## config.mk

```make
export PLATFORM = sky130hd
export DESIGN_NAME = truth_table_scanner
export DESIGN_NICKNAME = d
export VERILOG_FILES = /design/src/rtl/truth_table_scanner.sv
export SDC_FILE = /design/constraint.sdc
export NUM_CORES = 1
export LEC_CHECK = 0
export ABC_AREA = 0
export CORE_MARGIN = 2
export CORE_UTILIZATION = 35
export DETAILED_ROUTE_END_ITERATION = 10
export PLACE_DENSITY = 0.58
export SLEW_MARGIN = 5
export SYNTH_ARGS = -nofsm -noshare
export SYNTH_HDL_FRONTEND = slang
export SYNTH_SLANG_ARGS = --single-unit
```

## constraint.sdc

```tcl
create_clock -name clock -period 1.1 [get_ports clock]
set_input_delay 0.22 -clock clock [delete_from_list [all_inputs] [get_ports clock]]
set_output_delay 0.22 -clock clock [all_outputs]
set_load 0.1 [all_outputs]
```

## src/rtl/truth_table_scanner.sv

```systemverilog
// Purpose : drives every input code x = 0..2^N-1 into a downstream SOP network, samples z for each and publishes the truth table.
// Latency : with the start edge as edge 0, done pulses and table_dat updates after edge 2^N*SETTLE; each x is held SETTLE cycles.
// Backpr. : no backpressure; start is taken only in IDLE with done low, and is otherwise dropped (never queued).
//
// Ports:
//   clock, reset  - single clock, synchronous active-high reset
//   start         - scan request, honoured only when idle
//   z             - downstream network output for the current x
//   x             - code driven to the network (x[N-1] is MSB)
//   busy          - high while a scan is in progress
//   done          - one-cycle pulse when table_dat has just been updated
//   table_dat     - truth table, bit i = z sampled while x == i. The name
//                   "table" is a reserved word in SystemVerilog, hence the suffix.
//   ones          - (only with SCANNER_MINTERM_COUNT_EN) number of 1 bits in
//                   table_dat, i.e. minterms of the canonical SOP
//
// Optional feature macro: SCANNER_MINTERM_COUNT_EN
module truth_table_scanner #(
    parameter int N      = 2,
    parameter int SETTLE = 1
) (
    input  logic              clock,
    input  logic              reset,
    input  logic              start,
    input  logic              z,
    output logic [N-1:0]      x,
    output logic              busy,
    output logic              done,
    output logic [(1<<N)-1:0] table_dat
`ifdef SCANNER_MINTERM_COUNT_EN
    ,
    output logic [N:0]        ones
`endif
);

    localparam int TW = 1 << N;
    localparam int WW = (SETTLE > 1) ? $clog2(SETTLE) : 1;
    localparam logic [WW-1:0] WAIT_LAST = WW'(SETTLE - 1);
    localparam logic [N-1:0]  X_LAST    = {N{1'b1}};

    typedef enum logic {
        IDLE = 1'b0,
        SCAN = 1'b1
    } state_t;

    state_t          state_q, state_d;
    logic [N-1:0]    x_d;
    logic [WW-1:0]   wait_q, wait_d;
    logic [TW-1:0]   acc_q, acc_d;
    logic [TW-1:0]   table_d;
    logic            busy_d;
    logic            done_d;
`ifdef SCANNER_MINTERM_COUNT_EN
    logic [N:0]      cnt_q, cnt_d;
    logic [N:0]      ones_d;
`endif

    always_comb begin
        state_d = state_q;
        x_d     = x;
        wait_d  = wait_q;
        acc_d   = acc_q;
        table_d = table_dat;
        busy_d  = busy;
        done_d  = 1'b0;
`ifdef SCANNER_MINTERM_COUNT_EN
        cnt_d   = cnt_q;
        ones_d  = ones;
`endif
        case (state_q)
            IDLE: begin
                // The done cycle is spent in IDLE; a start seen there is dropped.
                if (start && !done) begin
                    state_d = SCAN;
                    x_d     = '0;
                    wait_d  = '0;
                    acc_d   = '0;
                    busy_d  = 1'b1;
`ifdef SCANNER_MINTERM_COUNT_EN
                    cnt_d   = '0;
`endif
                end
            end
            SCAN: begin
                if (wait_q != WAIT_LAST) begin
                    wait_d = wait_q + 1'b1;
                end else begin
                    acc_d[x] = z;
`ifdef SCANNER_MINTERM_COUNT_EN
                    cnt_d    = cnt_q + {{N{1'b0}}, z};
`endif
                    if (x != X_LAST) begin
                        x_d    = x + 1'b1;
                        wait_d = '0;
                    end else begin
                        // acc_d already holds the final sample, so the table
                        // is published whole in a single edge.
                        table_d = acc_d;
                        done_d  = 1'b1;
                        busy_d  = 1'b0;
                        x_d     = '0;
                        state_d = IDLE;
`ifdef SCANNER_MINTERM_COUNT_EN
                        ones_d  = cnt_d;
`endif
                    end
                end
            end
            default: state_d = IDLE;
        endcase
    end

    always_ff @(posedge clock) begin
        if (reset) begin
            state_q   <= IDLE;
            x         <= '0;
            wait_q    <= '0;
            acc_q     <= '0;
            table_dat <= '0;
            busy      <= 1'b0;
            done      <= 1'b0;
`ifdef SCANNER_MINTERM_COUNT_EN
            cnt_q     <= '0;
            ones      <= '0;
`endif
        end else begin
            state_q   <= state_d;
            x         <= x_d;
            wait_q    <= wait_d;
            acc_q     <= acc_d;
            table_dat <= table_d;
            busy      <= busy_d;
            done      <= done_d;
`ifdef SCANNER_MINTERM_COUNT_EN
            cnt_q     <= cnt_d;
            ones      <= ones_d;
`endif
        end
    end

endmodule

```

==> load_flow_metrics.sql, run 1 <==
INSERT INTO impl_metrics (metric_group, metric, value, unit) VALUES
('synthesis', 'postSynth.topFlopCell', 'sky130_fd_sc_hd__dfxtp_1', ''),
('power_and_ir_drop', 'combPwrFrac', '0.210', ''),
('clock_network', 'tritoncts', 'done', ''),
('clock_network', 'cts_buffers', '3', ''),
('worst_hold_path', 'hold_depth', '1', ''),
('run_status', 'failed_checks', 'setup timing', ''),
('route', 'finalWirelength', '1290', 'um'),
('synthesis', 'async_flop_share', '0', ''),
('clock_network', 'clk_path_buf_depth', '2', ''),
('power_and_ir_drop', 'pwr_density_cell', '977', 'mW/mm^2'),
('critical_path', 'worstPathRequired', '880', 'ps'),
('die', 'floorplan.initialDensity', '0.387', ''),
('route', 'drc', '0', ''),
('synthesis', 'yosys_register_bits', '13', ''),
('timing', 'post-route-worst-setup-slack', '-87.7', 'ps'),
('layout', 'layout.cells.non_filler', '99', ''),
('timing', 'setup_viol', '5', ''),
('timing', 'max_slew.worst_pin.slew', '266', 'ps'),
('timing', 'fin_crit', '1190', 'ps'),
('layout', 'area_growth', '72.6', '%'),
('placement', 'place.gp.congestion', '0.700', ''),
('critical_path', 'rr_startpoint', 'x[0]', ''),
('synthesis', 'postSynthAreaPerCell', '9.73', 'um^2'),
('synthesis', 'synthTopCellsByCount', '13 x sky130_fd_sc_hd__dfxtp_1, 6 x sky130_fd_sc_hd__nor2_1, 5 x sky130_fd_sc_hd__a21oi_1, 5 x sky130_fd_sc_hd__ha_1, 5 x sky130_fd_sc_hd__nand2_1', ''),
('power_and_ir_drop', 'cellLeakagePower', '0.406', 'nW'),
('layout', 'post-route-util', '0.668', ''),
('critical_path', 'crit_type', 'reg2out', ''),
('synthesis', 'synth.yosys.warnings', '0', ''),
('layout', 'filler_cell_count_in_the_final_layout', '118', ''),
('critical_path', 'timing.critical_path.from', 'x[0]', ''),
('timing', 'maxClockFrequency', '842', 'MHz'),
('placement', 'count_of_buffers_inserted_at_the_top_level_ports', '11', ''),
('critical_path', 'cp-end-kind', 'primary output', ''),
('clock_network', 'clk_latency', '270', 'ps'),
('synthesis', 'postSynthCellCount', '62', ''),
('power_and_ir_drop', 'post-layout-total-power', '1.02', 'mW'),
('global_routing', 'pin_count_of_the_biggest_net_entering_global_routing', '8', ''),
('global_routing', 'global_route_wire_length_before_repair', '1920', 'um'),
('global_routing', 'globalRouteOverflowTotal', '0', ''),
('placement', 'dp_hpwl', '838', 'um'),
('route', 'dr_total_vias', '482', ''),
('run_status', 'run_status', 'complete, but fails checks', ''),
('global_routing', 'grt_util_all_layers', '0.132', ''),
('power_and_ir_drop', 'ir_worst_vdd', '0.510', 'mV'),
('synthesis', 'yosys-top-cells-area', 'sky130_fd_sc_hd__dfxtp_1 43%, sky130_fd_sc_hd__ha_1 10%, sky130_fd_sc_hd__a311oi_2 7.5%', ''),
('route', 'wire_length_per_cell_after_detailed_routing', '13.0', 'um'),
('route', 'drt_first_iter_violations', '16', ''),
('synthesis', 'synth_enable_flop_cells', '0', ''),
('worst_hold_path', 'timing.hold.worst.class', 'reg2reg', ''),
('synthesis', 'yosysSeqAreaShare', '0.432', ''),
('layout', 'post_route_cells_drive_above_1_share', '0.675', ''),
('layout', 'multi_input_area', '434', 'um^2'),
('placement', 'post-place-cells', '94', ''),
('layout', 'area.sequential', '282', 'um^2'),
('timing', 'final_slew_violations', '0', ''),
('global_routing', 'grt_pass1_vias', '477', ''),
('power_and_ir_drop', 'share_seq_of_total_power', '0.496', ''),
('layout', 'antenna-diode-count', '0', ''),
('die', 'io_pins', '12', ''),
('die', 'chipWidth', '45.5', 'um'),
('run', 'reported_max_cap_violation_count', '0', ''),
('route', 'avgViaCountPerCell', '4.87', ''),
('clock_network', 'clock_sink_count', '13', ''),
('synthesis', 'yosys.cell_count.top_type', 'sky130_fd_sc_hd__dfxtp_1', ''),
('timing', 'timing.slew.headroom', '0.822', ''),
('die', 'die-height', '45.5', 'um'),
('critical_path', 'maximum_fanout_count_along_the_critical_path', '5', ''),
('synthesis', 'yosys.area.top_type_share', '0.432', ''),
('timing', 'fin_skew', '2.05', 'ps'),
('power_and_ir_drop', 'power.share.switching', '0.292', ''),
('clock_network', 'htree_num_levels', '1', '');
-- worst max-delay path, stage by stage (launching register included) --
cell and delay [ps]:
sky130_fd_sc_hd__dfxtp_4 420, sky130_fd_sc_hd__buf_6 120, sky130_fd_sc_hd__buf_12 160
-- power groups by stage --
| stage | clock [mW] | combinational (mW) | sequential (mW) |
|---|---|---|---|
| 3_3_place_gp | 0 | 0.186 | 0.513 |
| 5_1_grt | 0.327 | 0.226 | 0.506 |
| 2_1_floorplan | 0 | 0.0557 | 0.563 |
| 4_1_cts | 0.312 | 0.192 | 0.505 |
| 6_report | 0.299 | 0.213 | 0.504 |
| 3_5_place_dp | 0 | 0.185 | 0.512 |
-- cells in the final DEF, fill, tap and decap left out, drive strengths merged, types with 2 or more instances in the layout --
cell type	Yosys	final
a21o	3	3
ha	5	5
nand2	5	5
nand2b	4	4
nor3	2	2
nor2	6	6
inv	3	3
a311oi	3	3
clkdlybuf4s50	0	3
a21oi	5	5
nor2b	3	3
dfxtp	13	13
and2	2	2
clkbuf	0	4
buf	2	16
-- metal layers --
metal / track usage / routed length (um) / vias to the layer above
li1: - / - / 257
met1: 0.162 / 605 / 216
met2: 0.192 / 637 / 7
met3: 0.0357 / 32 / 2
met4: 0.106 / 13 / 0
met5: 0 / 0 / -
-- per-stage QoR --
| step | hold slack [ps] | setup WS (ps) | cell area (um^2) |
|---|---|---|---|
| 2_1_floorplan | 415 | -199 | 687 |
| 3_3_place_gp | 461 | -276 | 933 |
| 3_5_place_dp | 470 | -305 | 933 |
| 4_1_cts | 489 | -100 | 982 |
| 5_1_grt | 521 | -119 | 1040 |
| 6_report | 484 | -87.7 | 1040 |
-- cell families (layout without fill, tap and decap cells) --
kind of cell    count (synthesis)  count (layout)  share of synthesized area
flops                          13              13                      0.432
simple gates                   24              24                      0.210
mux                             1               1                     0.0187
fa+ha+maj                       5               5                      0.104
compound gates                 14              14                      0.197
buf+inv                         5              26                     0.0394
-- layout make-up --
type / count / area share
Clock buffer: 4 / 0.0252
Inverter: 3 / 0.0132
Multi-Input combinational cell: 44 / 0.417
Sequential cell: 13 / 0.270
Tap cell: 16 / 0.0192
Timing Repair Buffer: 19 / 0.255
-- final timing paths --
| path | to | slack (ps) |
|---|---|---|
| min | acc_q[3] | 480 |
| max reg2reg | table_dat[2] | -20 |
| max | x[0] | -90 |
| min reg2reg | acc_q[3] | 480 |
-- state kept, by name, summed over array words and instances, names as in the netlist --
register	cells
table_dat	4
x	2
acc_q	4
done	1
busy	1
state_q	1
-- what timing repair did --
| action | 4_1_cts | 5_1_grt |
|---|---|---|
| pin swaps | 3 | 2 |
| gates cloned | 0 | 0 |
| endpoints found under the hold margin | 0 | 0 |
| setup buffers | 0 | 1 |
| resized for setup | 7 | 13 |
| setup endpoints to repair | 9 | 11 |
Note: power is estimated with default switching activity, not from simulation.
==> run 2, diff against run 1 <==
- CORE_MARGIN: 2 -> default
==> load_flow_metrics.sql, run 2 (synthesis gave the netlist of run 1 again) <==
INSERT INTO impl_metrics (metric_group, metric, value, unit) VALUES
('global_routing', 'grt_util_all_layers', '0.150', ''),
('power_and_ir_drop', 'cellLeakagePower', '0.429', 'nW'),
('timing', 'timing.final.crit_share', '1.06', ''),
('power_and_ir_drop', 'pwr_density_cell', '952', 'mW/mm^2'),
('layout', 'layout.cells.most_common', 'sky130_fd_sc_hd__buf_12', ''),
('route', 'drt_first_iter_violations', '9', ''),
('timing', 'max_slew.worst_pin.slew', '327', 'ps'),
('critical_path', 'worstPathRequired', '1270', 'ps'),
('die', 'io_pins', '12', ''),
('placement', 'dp_hpwl', '886', 'um'),
('route', 'dr_total_vias', '497', ''),
('clock_network', 'clk_latency', '270', 'ps'),
('route', 'wire_length_per_cell_after_detailed_routing', '11.3', 'um'),
('power_and_ir_drop', 'power.share.switching', '0.279', ''),
('layout', 'nNetsFinal', '98', ''),
('critical_path', 'crit_type', 'reg2reg', ''),
('timing', 'rsz0062_at_grt', 'yes', ''),
('timing', 'maxClockFrequency', '859', 'MHz'),
('timing', 'final_slew_violations', '0', ''),
('power_and_ir_drop', 'ir_worst_vdd', '0.777', 'mV'),
('route', 'detail_route.first_pass.iterations', '7', ''),
('global_routing', 'grt_antenna_before_repair', '0', ''),
('clock_network', 'clk_pin_slew_worst_paths', '70', 'ps'),
('route', 'drc', '4', ''),
('clock_network', 'root_buffer', 'sky130_fd_sc_hd__clkbuf_4', ''),
('critical_path', 'cp-end-kind', 'register', ''),
('die', 'chipWidth', '43.5', 'um'),
('die', 'floorplan.initialDensity', '0.387', ''),
('timing', 'fin_crit', '1160', 'ps'),
('layout', 'antenna-diode-count', '0', ''),
('timing', 'post-route-worst-setup-slack', '-64.7', 'ps'),
('critical_path', 'cp_slowest_stage_delay', '370', 'ps'),
('timing', 'setup_viol', '7', ''),
('critical_path', 'cpMaxStageDelayCell', 'sky130_fd_sc_hd__dfxtp_4', ''),
('global_routing', 'global_route_wire_length_before_repair', '1990', 'um'),
('layout', 'final_cell_area', '0.00105', 'mm^2'),
('die', 'die-area', '0.00189', 'mm^2'),
('layout', 'post_route_cells_drive_above_1_share', '0.636', ''),
('global_routing', 'grt_pass1_vias', '474', ''),
('power_and_ir_drop', 'power.share.clock', '0.288', ''),
('global_routing', 'pin_count_of_the_biggest_net_entering_global_routing', '8', ''),
('clock_network', 'htree_num_levels', '1', ''),
('power_and_ir_drop', 'combPwrFrac', '0.211', ''),
('timing', 'timing.slew.headroom', '0.781', ''),
('global_routing', 'globalRouteOverflowTotal', '0', ''),
('worst_hold_path', 'timing.hold.worst.class', 'in2reg', ''),
('run_status', 'run_status', 'complete, but fails checks', ''),
('critical_path', 'critical_path_arrival', '1330', 'ps'),
('die', 'rows', '14', ''),
('die', 'die-height', '43.5', 'um'),
('critical_path', 'launching_element_type_of_the_critical_path', 'register', ''),
('route', 'finalWirelength', '1170', 'um'),
('timing', 'holdWs', '341', 'ps'),
('power_and_ir_drop', 'share_seq_of_total_power', '0.501', ''),
('placement', 'place.gp.congestion', '0.755', ''),
('run_status', 'failed_checks', 'DRC, setup timing', ''),
('placement', 'dpl-instance-area', '941', 'um^2'),
('clock_network', 'clock_sink_count', '13', ''),
('run', 'reported_max_cap_violation_count', '0', ''),
('placement', 'count_of_buffers_inserted_at_the_top_level_ports', '11', ''),
('layout', 'commonest_cells_after_routing_fill_and_taps_aside', '9 x sky130_fd_sc_hd__buf_12, 8 x sky130_fd_sc_hd__buf_4, 6 x sky130_fd_sc_hd__dfxtp_2', ''),
('timing', 'hold_violations', '0', ''),
('die', 'core_area', '0.00156', 'mm^2'),
('critical_path', 'timing.critical_path.cells', 'buf_12 -> ha_4 -> and3_4 -> a221o_1', ''),
('route', 'avgViaCountPerCell', '4.78', ''),
('critical_path', 'maximum_fanout_count_along_the_critical_path', '5', ''),
('timing', 'fin_skew', '1.55', 'ps'),
('clock_network', 'tritoncts', 'done', ''),
('layout', 'area_growth', '74.7', '%'),
('clock_network', 'clk_path_buf_depth', '2', ''),
('power_and_ir_drop', 'netSwitchingPower', '0.279', 'mW'),
('layout', 'layout_top_registers', 'acc_q (4), table_dat (4), x (2)', ''),
('clock_network', 'cts_buffers', '3', ''),
('route', 'antenna_violating_nets_post_route', '0', ''),
('layout', 'post-route-util', '0.676', ''),
('power_and_ir_drop', 'p_int', '0.723', 'mW');
[run 2: metrics by stage]
stage,TNS (ps),setup WS [ps],power (mW),std cells
finish,-277,-64.7,1.00,104
global route,-693,-105,1.05,104
CTS,-346,-65.0,1.01,103
detailed placement,-3000,-337,0.703,95
global placement,-2950,-318,0.701,95
floorplan,-1390,-199,0.619,62
[run 2: repair_timing]
| item | 4_1_cts | 5_1_grt |
|---|---|---|
| hold buffers | 0 | 0 |
| pin swaps | 1 | 3 |
| resized for setup | 3 | 9 |
| setup buffers | 4 | 1 |
| setup endpoints to repair | 10 | 12 |
[run 2: layout make-up]
type / instances / area [um^2]
inverter: 3 / 11.3
fill: 123 / 505
tap: 16 / 20.0
sequential: 13 / 279
multi-input combinational: 44 / 403
clock buffer: 4 / 26.3
timing repair buffer: 24 / 314
[run 2: per-layer routing]
| metal | track usage | part of all wire | vias to the layer above |
|---|---|---|---|
| met3 | 0.0625 | 0.038 | 4 |
| met2 | 0.224 | 0.44 | 9 |
| met1 | 0.179 | 0.50 | 214 |
| li1 | - | - | 270 |
| met5 | 0 | 0 | - |
| met4 | 0.0938 | 0.023 | 0 |
[run 2: power by group through the flow]
stage / logic (mW) / registers [mW] / clock network [mW]
after floorplan: 0.0557 / 0.563 / 0
after global placement: 0.188 / 0.513 / 0
after detailed placement: 0.190 / 0.513 / 0
after CTS: 0.205 / 0.500 / 0.302
after global routing: 0.227 / 0.505 / 0.319
final: 0.212 / 0.503 / 0.288
[run 2: final timing paths]
check / cells after the start / start / to / slack [ps]
setup / recovery: 4 / x[1] / acc_q[3] / -60
hold / removal: 2 / reset / busy / 340
setup reg to reg: 4 / x[1] / acc_q[3] / -60
hold reg to reg: 1 / acc_q[3] / acc_q[3] / 490
[run 2: critical path, delay by kind of cell (launching register included)]
kind / cells / cell delay [ps]
AOI/OAI and AO/OA: 1 / 240
adders and majority gates: 1 / 160
buffers and inverters: 1 / 130
DFF: 1 / 370
and+or+nand+nor: 1 / 160
==> patch (flow settings as in run 2) <==
The parameter `N` goes from 2 to 1. Comments in the files are not updated.
--- a/src/rtl/truth_table_scanner.sv
+++ b/src/rtl/truth_table_scanner.sv
@@ -17,5 +17,5 @@
 // Optional feature macro: SCANNER_MINTERM_COUNT_EN
 module truth_table_scanner #(
-    parameter int N      = 2,
+    parameter int N      = 1,
     parameter int SETTLE = 1
 ) (
Ports: changed (resized table_dat and x); port bits go from 12 to 9. The function was not compared with the original's and may differ.
==> patch against run 2 <==
The flow now stops in power grid generation (2_4_floorplan_pdn). Synthesized area down 55%.
==> patch: results (changes against run 2) <==
** Outcome
- Progress stopped at power grid generation (2_4_floorplan_pdn).
- Tool error :: [ERROR PDN-0185] Insufficient width (27.60 um) to add straps on layer met4 in grid "grid" with total strap width 15.2 um and offset 13.6 um.
- Status: stopped before the end (was complete, but fails checks).

** Synthesis
- Main synth FF type :: dfxtp_1 (unchanged)
- Most frequent cells after synthesis :: dfxtp_1 (7), a21oi_1 (3), nand3b_1 (3) (was dfxtp_1 (13), nor2_1 (6), a21oi_1 (5), ha_1 (5), nand2_1 (5))
- Top cells by area, synth :: dfxtp_1 (51%), nand3b_1 (8.2%), a21oi_1 (5.5%) (was dfxtp_1 (43%), ha_1 (10%), a311oi_2 (7.5%))
- Sequential area share after synthesis :: 51.1% (was 43.2%)
- The yosys synthesis warning count came to 0 (unchanged).
- Number of distinct library cell variants in the gate-level netlist after synthesis :: 15 (was 21)
- Seq cells post-synth :: 7 (was 13)
- Number of nets in the synthesized netlist :: 32 (was 71)
- The mean post-synth cell area is 9.79 sq um (was 9.73 sq um).
- Async SR Flop Fraction :: 0% (unchanged)
[patch: cell count changes after synthesis, sizes merged, moves of 3 or more]
cell,run 2,this run
dfxtp,13,7
ha,5,0
nor2,6,2
a21o,3,0
a311oi,3,0
inv,3,0
nand2b,4,1
nand3b,0,3
[patch: logic make-up after synthesis]
group	count (synthesis)	share of synthesized area (%)
AND/OR/NAND/NOR	13	29.7
flip-flops	7	51.1
AO/OA/AOI/OAI	6	13.7
buffers and inverters	2	5.48
